### src/rtl/ram_fifo_pkg.sv
// Shared types and helpers for the single-port-RAM FIFO controller.
package ram_fifo_pkg;

   typedef enum logic {PREF_READ = 1'b0, PREF_WRITE = 1'b1} pref_t;

   function automatic int unsigned fifo_depth(input int unsigned addr_w);
      return 32'd1 << addr_w;
   endfunction

endpackage

### src/rtl/rr_arb2.sv
// Two-way round-robin arbiter for the single RAM port: read vs write.
module rr_arb2
   import ram_fifo_pkg::*;
(
   input  logic  clk,
   input  logic  rst,
   input  logic  en,
   input  logic  req_rd,
   input  logic  req_wr,
   output logic  gnt_rd,
   output logic  gnt_wr,
   output pref_t pref
);

   always_comb begin
      gnt_wr = en && req_wr && !(req_rd && pref == PREF_READ);
      gnt_rd = en && req_rd && !gnt_wr;
   end

   // Preference only moves when both sides competed for the port.
   always_ff @(posedge clk) begin
      if (rst)
         pref <= PREF_READ;
      else if (req_rd && req_wr)
         pref <= gnt_rd ? PREF_WRITE : PREF_READ;
   end

endmodule

### src/rtl/ram_fifo_ctrl.sv
// FIFO controller around a single-port RAM; one RAM access per cycle,
// head word presented from a registered output stage.
module ram_fifo_ctrl
   import ram_fifo_pkg::*;
#(
   parameter int ADDR_W = 6,
   parameter int DATA_W = 32
) (
   input  logic              clk,
   input  logic              rst,
   input  logic              in_valid,
   output logic              in_ready,
   input  logic [DATA_W-1:0] in_data,
   output logic              out_valid,
   input  logic              out_ready,
   output logic [DATA_W-1:0] out_data,
   output logic [ADDR_W:0]   count,
   output logic              full,
   output logic              empty,
   output logic              ram_we,
   output logic [ADDR_W-1:0] ram_adr,
   output logic [DATA_W-1:0] ram_din,
   input  logic [DATA_W-1:0] ram_dout
);

   localparam logic [ADDR_W:0] DEPTH = (ADDR_W+1)'(fifo_depth(ADDR_W));

   logic [ADDR_W-1:0] wr_ptr, rd_ptr;
   logic              read_req, write_req;
   logic              read_grant, write_grant;
   pref_t             pref;

   assign full      = (count == DEPTH);
   assign empty     = (count == '0);
   assign read_req  = !empty && (!out_valid || out_ready);
   assign write_req = in_valid && !full;
   assign in_ready  = !rst && !full && !(read_req && pref == PREF_READ);

   rr_arb2 u_arb (
      .clk    (clk),
      .rst    (rst),
      .en     (!rst),
      .req_rd (read_req),
      .req_wr (write_req),
      .gnt_rd (read_grant),
      .gnt_wr (write_grant),
      .pref   (pref)
   );

   always_comb begin
      ram_we  = write_grant;
      ram_adr = write_grant ? wr_ptr : rd_ptr;
      ram_din = in_data;
   end

   always_ff @(posedge clk) begin
      if (rst) begin
         wr_ptr <= '0;
         rd_ptr <= '0;
         count  <= '0;
      end else if (write_grant) begin
         wr_ptr <= wr_ptr + ADDR_W'(1);
         count  <= count + (ADDR_W+1)'(1);
      end else if (read_grant) begin
         rd_ptr <= rd_ptr + ADDR_W'(1);
         count  <= count - (ADDR_W+1)'(1);
      end
   end

   // RAM read data is combinational, so the head is captured on the grant edge.
   always_ff @(posedge clk) begin
      if (rst) begin
         out_valid <= 1'b0;
         out_data  <= '0;
      end else if (read_grant) begin
         out_valid <= 1'b1;
         out_data  <= ram_dout;
      end else if (out_valid && out_ready) begin
         out_valid <= 1'b0;
      end
   end

endmodule

### config.mk
export PLATFORM = sky130hd
export DESIGN_NAME = ram_fifo_ctrl
export DESIGN_NICKNAME = d
export VERILOG_FILES = /design/src/rtl/ram_fifo_pkg.sv /design/src/rtl/rr_arb2.sv /design/src/rtl/ram_fifo_ctrl.sv
export SDC_FILE = /design/constraint.sdc
export NUM_CORES = 1
export LEC_CHECK = 0
export CELL_PAD_IN_SITES_DETAIL_PLACEMENT = 0
export CELL_PAD_IN_SITES_GLOBAL_PLACEMENT = 2
export CORE_MARGIN = 1.5
export CORE_UTILIZATION = 20
export CTS_CLUSTER_SIZE = 8
export DETAILED_ROUTE_END_ITERATION = 16
export PLACE_DENSITY_LB_ADDON = 0.12
export REMOVE_ABC_BUFFERS = 1
export SYNTH_ARGS = -nofsm -noshare
export SYNTH_HDL_FRONTEND = slang
export SYNTH_SLANG_ARGS = --single-unit
### constraint.sdc
create_clock -name clk -period 3.75 [get_ports clk]
set_clock_uncertainty 0.15 [all_clocks]
set_input_delay 0.75 -clock clk [delete_from_list [all_inputs] [get_ports clk]]
set_output_delay 0.75 -clock clk [all_outputs]
set_load 0.01 [all_outputs]
==> run_summary.xml <==
<?xml version="1.0" encoding="UTF-8"?>
<metrics>
  <group name="cells_and_area">
    <metric name="syn_to_final_growth" unit="%">39.5</metric>
    <metric name="fin_area" unit="um2">3690</metric>
    <metric name="post_route_cells_drive_above_1_share" unit="">0.0856</metric>
    <metric name="finalNetCount" unit="">437</metric>
    <metric name="fillerInstances" unit="">1357</metric>
    <metric name="diodes" unit="">0</metric>
  </group>
  <group name="die">
    <metric name="die-area" unit="um2">13900</metric>
    <metric name="core-area" unit="um2">12800</metric>
    <metric name="initial_core_util" unit="">0.207</metric>
    <metric name="top_level_ports" unit="">150</metric>
    <metric name="rows" unit="">41</metric>
    <metric name="fp.dieH" unit="um">118</metric>
    <metric name="die_w" unit="um">118</metric>
  </group>
  <group name="logic_synthesis">
    <metric name="synth_top_area_share" unit="">0.402</metric>
    <metric name="yosysTopAreaCell" unit="">dfxtp_1</metric>
    <metric name="area_fraction_in_compound_gates_after_synthesis" unit="">0.0540</metric>
    <metric name="post_synth_main_area_contributors" unit="">dfxtp_1 (40%), nand2_1 (9.8%), nand3b_1 (9.7%)</metric>
    <metric name="synth_simple_gate_area_share" unit="">0.286</metric>
    <metric name="synth_xor_area_frac" unit="">0.0398</metric>
    <metric name="post_synthesis_share_of_cell_area_spent_on_full_adders_half_adders_and_majority_gates" unit="">0.0407</metric>
    <metric name="ys_seq_elements" unit="">53</metric>
    <metric name="synth.mux.area_fraction" unit="">0.0597</metric>
    <metric name="postSynthCellCount" unit="">302</metric>
    <metric name="async_flop_share" unit="">0</metric>
    <metric name="synth_cell_type_count" unit="">35</metric>
    <metric name="avgSynthCellArea" unit="um2">8.75</metric>
    <metric name="synth_edf_count" unit="">0</metric>
    <metric name="yosys_warnings" unit="">0</metric>
    <metric name="dominantRegCellSynth" unit="">dfxtp_1</metric>
    <metric name="largest_family_of_logic_cells_by_synthesized_area" unit="">simple AND/OR/NAND/NOR gates</metric>
    <metric name="synth_common_cells" unit="">nand2_1 (69), dfxtp_1 (53), nand3b_1 (34)</metric>
    <metric name="post-synth-top-count-cell" unit="">nand2_1</metric>
    <metric name="seq_area_frac_synth" unit="">0.402</metric>
    <metric name="synth.cell_area" unit="um2">2640</metric>
  </group>
  <group name="worst_setup_path">
    <metric name="path_delay_family" unit="">buffers and inverters</metric>
    <metric name="critPathArrivalTime" unit="ns">2.67</metric>
    <metric name="ff2ff_setup_slack" unit="ns">0.55</metric>
    <metric name="worst_setup_path_start_kind" unit="">input pin</metric>
    <metric name="critPathBufInv" unit="">3</metric>
    <metric name="worst_r2r_path_depth" unit="">11</metric>
    <metric name="timing.rr.end" unit="">count[6]$_SDFFE_PP0P_</metric>
    <metric name="worst_r2r_startpoint" unit="">count[1]$_SDFFE_PP0P_</metric>
    <metric name="critPathKind" unit="">in2out</metric>
    <metric name="critPathCaptureType" unit="">output port</metric>
    <metric name="crit_chain" unit="">clkdlybuf4s50_1, nor2b_1, a211oi_2, nor3_4, buf_12, mux2_2, clkdlybuf4s50_1</metric>
    <metric name="worst_path_most_repeated_cell" unit="">clkdlybuf4s50_1</metric>
    <metric name="worst_ep_required_time" unit="ns">2.85</metric>
    <metric name="cp_slowest_stage_delay" unit="ns">0.48</metric>
    <metric name="timing.critical_path.depth" unit="">7</metric>
    <metric name="cp_slowest_cell" unit="">clkdlybuf4s50_1</metric>
    <metric name="worst-path-max-fanout" unit="">10</metric>
  </group>
  <group name="global_routing">
    <metric name="grt_first_pass_wirelength" unit="um">12900</metric>
    <metric name="grt_max_degree" unit="">57</metric>
    <metric name="grt_remaining_overflow" unit="">0</metric>
    <metric name="antenna_found_initial" unit="">0</metric>
    <metric name="grt_pass1_vias" unit="">2217</metric>
    <metric name="globalRouteTotalUtil" unit="">0.121</metric>
  </group>
  <group name="route">
    <metric name="post-route-drc-count" unit="">0</metric>
    <metric name="ant_nets" unit="">0</metric>
    <metric name="vias_per_cell" unit="">4.16</metric>
    <metric name="detail_route.first_pass.iterations" unit="">4</metric>
    <metric name="routedWlPerCell" unit="um">15.5</metric>
    <metric name="routed_wl" unit="um">8280</metric>
    <metric name="dr.first_iter.drc_count" unit="">78</metric>
    <metric name="vias" unit="">2219</metric>
  </group>
  <group name="timing">
    <metric name="slew_headroom" unit="">0.634</metric>
    <metric name="timing.final.crit_period" unit="ns">3.57</metric>
    <metric name="timing_hold_violations_final" unit="">0</metric>
    <metric name="final-setup-viol-count" unit="">0</metric>
    <metric name="final-max-slew-violation-count" unit="">0</metric>
    <metric name="setup_total_negative_slack" unit="ns">0</metric>
    <metric name="tightestPinTransition" unit="ns">0.549</metric>
    <metric name="grt_setup_unrepaired" unit="">no</metric>
    <metric name="fmaxAchievable" unit="GHz">0.280</metric>
    <metric name="finalCritPeriodShare" unit="">0.951</metric>
    <metric name="final_critical_path_setup_slack" unit="ns">0.185</metric>
  </group>
  <group name="placement">
    <metric name="detailedPlace.worstSlack" unit="ns">-0.372</metric>
    <metric name="placed_area" unit="um2">3470</metric>
    <metric name="post_detail_place_hpwl" unit="um">5720</metric>
    <metric name="place_congestion" unit="">0.707</metric>
    <metric name="port-buffer-count" unit="">85</metric>
  </group>
  <group name="cts">
    <metric name="clock_slew_at_the_register_clock_pins_of_the_worst_setup_and_hold_paths" unit="ns">0.07</metric>
    <metric name="cts_inserted_buffers" unit="">5</metric>
    <metric name="clockRootBuffer" unit="">clkbuf_16</metric>
    <metric name="numClockSinks" unit="">53</metric>
    <metric name="cts_buffer_depth" unit="">2</metric>
    <metric name="cts_htree_levels" unit="">2</metric>
    <metric name="tritoncts_clock_tree" unit="">yes</metric>
    <metric name="worst_skew_pair.late_latency" unit="ns">0.30</metric>
  </group>
  <group name="hold_path">
    <metric name="hold_end" unit="">wr_ptr[5]$_SDFFE_PP0P_</metric>
    <metric name="holdPathStages" unit="">1</metric>
    <metric name="hold_start" unit="">wr_ptr[5]$_SDFFE_PP0P_</metric>
    <metric name="hold_path.class" unit="">reg2reg</metric>
  </group>
  <group name="pwr">
    <metric name="power_per_cell_area" unit="nW/um2">766</metric>
    <metric name="power.static_leakage" unit="uW">0.00153</metric>
    <metric name="report.power.total" unit="uW">2830</metric>
    <metric name="ir_worst_vdd" unit="uV">298</metric>
  </group>
  <group name="status">
    <metric name="status" unit="">completed</metric>
  </group>
  <group name="job">
    <metric name="max_cap_viol_count" unit="">0</metric>
  </group>
</metrics>
==> cells by family after synthesis <==
family,count (synthesis)
and+or+nand+nor,144
DFF,53
buffers and inverters,48
AOI/OAI and AO/OA,22
muxes,15
xor gates and xnor gates,12
adders and majority gates,8
==> worst max path at each step <==
stage,startpoint,end,slack (ns)
after floorplan,out_ready,count[6]$_SDFFE_PP0P_,0.34
after global placement,out_ready,count[6]$_SDFFE_PP0P_,-0.34
after detailed placement,out_ready,count[6]$_SDFFE_PP0P_,-0.37
after CTS,out_ready,ram_adr[2],0.07
after global routing,out_ready,ram_adr[3],0.09
final,out_ready,ram_adr[3],0.18
==> metal layers <==
metal,GRT usage,vias up,routed length [um]
met2,0.157,112,3100
met5,0,-,0
met4,0.0434,0,117
met3,0.0858,8,1150
li1,-,1099,-
met1,0.154,1000,3900
==> stage by stage <==
step | hold slack [ns] | utilization | cells
2_1_floorplan | 0.279 | - | 256
3_3_place_gp | 0.302 | 0.272 | 523
3_5_place_dp | 0.305 | 0.272 | 523
4_1_cts | 0.319 | 0.288 | 534
5_1_grt | 0.346 | 0.289 | 534
6_report | 0.320 | 0.289 | 534
==> power breakdown <==
group	total [uW]	switching, uW	internal, uW
sequential	909	145	763
combinational	1360	639	720
clock	558	223	334
==> cell type report <==
class / instances / area [um2] / share of cell area
repair buffers: 98 / 956 / 0.259
clock buffers: 7 / 143 / 0.0387
inverters: 2 / 7.51 / 0.00204
well taps: 172 / 215 / 0.0584
clock inverters: 1 / 30.0 / 0.00814
flip-flops and latches: 53 / 1060 / 0.288
multi-input cells: 201 / 1270 / 0.346
==> sequential cells by signal, indices dropped and copies added, names as in the netlist <==
register / count
count: 7
out_data: 32
rd_ptr: 6
wr_ptr: 6
out_valid: 1
u_arb.pref: 1
==> layout by cell type (no fill, tap or decap), types with 2 or more instances in the layout <==
| cell | synthesis | routed |
|---|---|---|
| clkdlybuf4s50_1 | 0 | 84 |
| nand2_1 | 69 | 69 |
| dfxtp_1 | 53 | 53 |
| nand3b_1 | 34 | 34 |
| nor2_1 | 14 | 14 |
| buf_4 | 32 | 12 |
| mux2i_1 | 9 | 9 |
| a21oi_1 | 7 | 7 |
| ha_1 | 7 | 7 |
| mux2_2 | 6 | 6 |
| xor2_1 | 6 | 6 |
| xnor2_1 | 6 | 6 |
| nand2b_1 | 5 | 5 |
| nand3_1 | 5 | 5 |
| clkbuf_16 | 0 | 5 |
| a21o_1 | 4 | 4 |
| o21ai_0 | 4 | 4 |
| and2_1 | 3 | 3 |
| nand4_1 | 3 | 3 |
| nor2b_1 | 2 | 2 |
| and3_1 | 2 | 2 |
| inv_1 | 2 | 2 |
| nor3_1 | 2 | 2 |
| a211oi_1 | 3 | 2 |
==> repair_timing <==
item                       in CTS  in global routing
hold buffers                    0                  0
setup endpoints to repair       7                  6
hold endpoints to repair        0                  0
pin swaps                       1                  0
setup buffers                   3                  0
gates resized for setup         0                  1
Power figures use the tool's default switching activity.
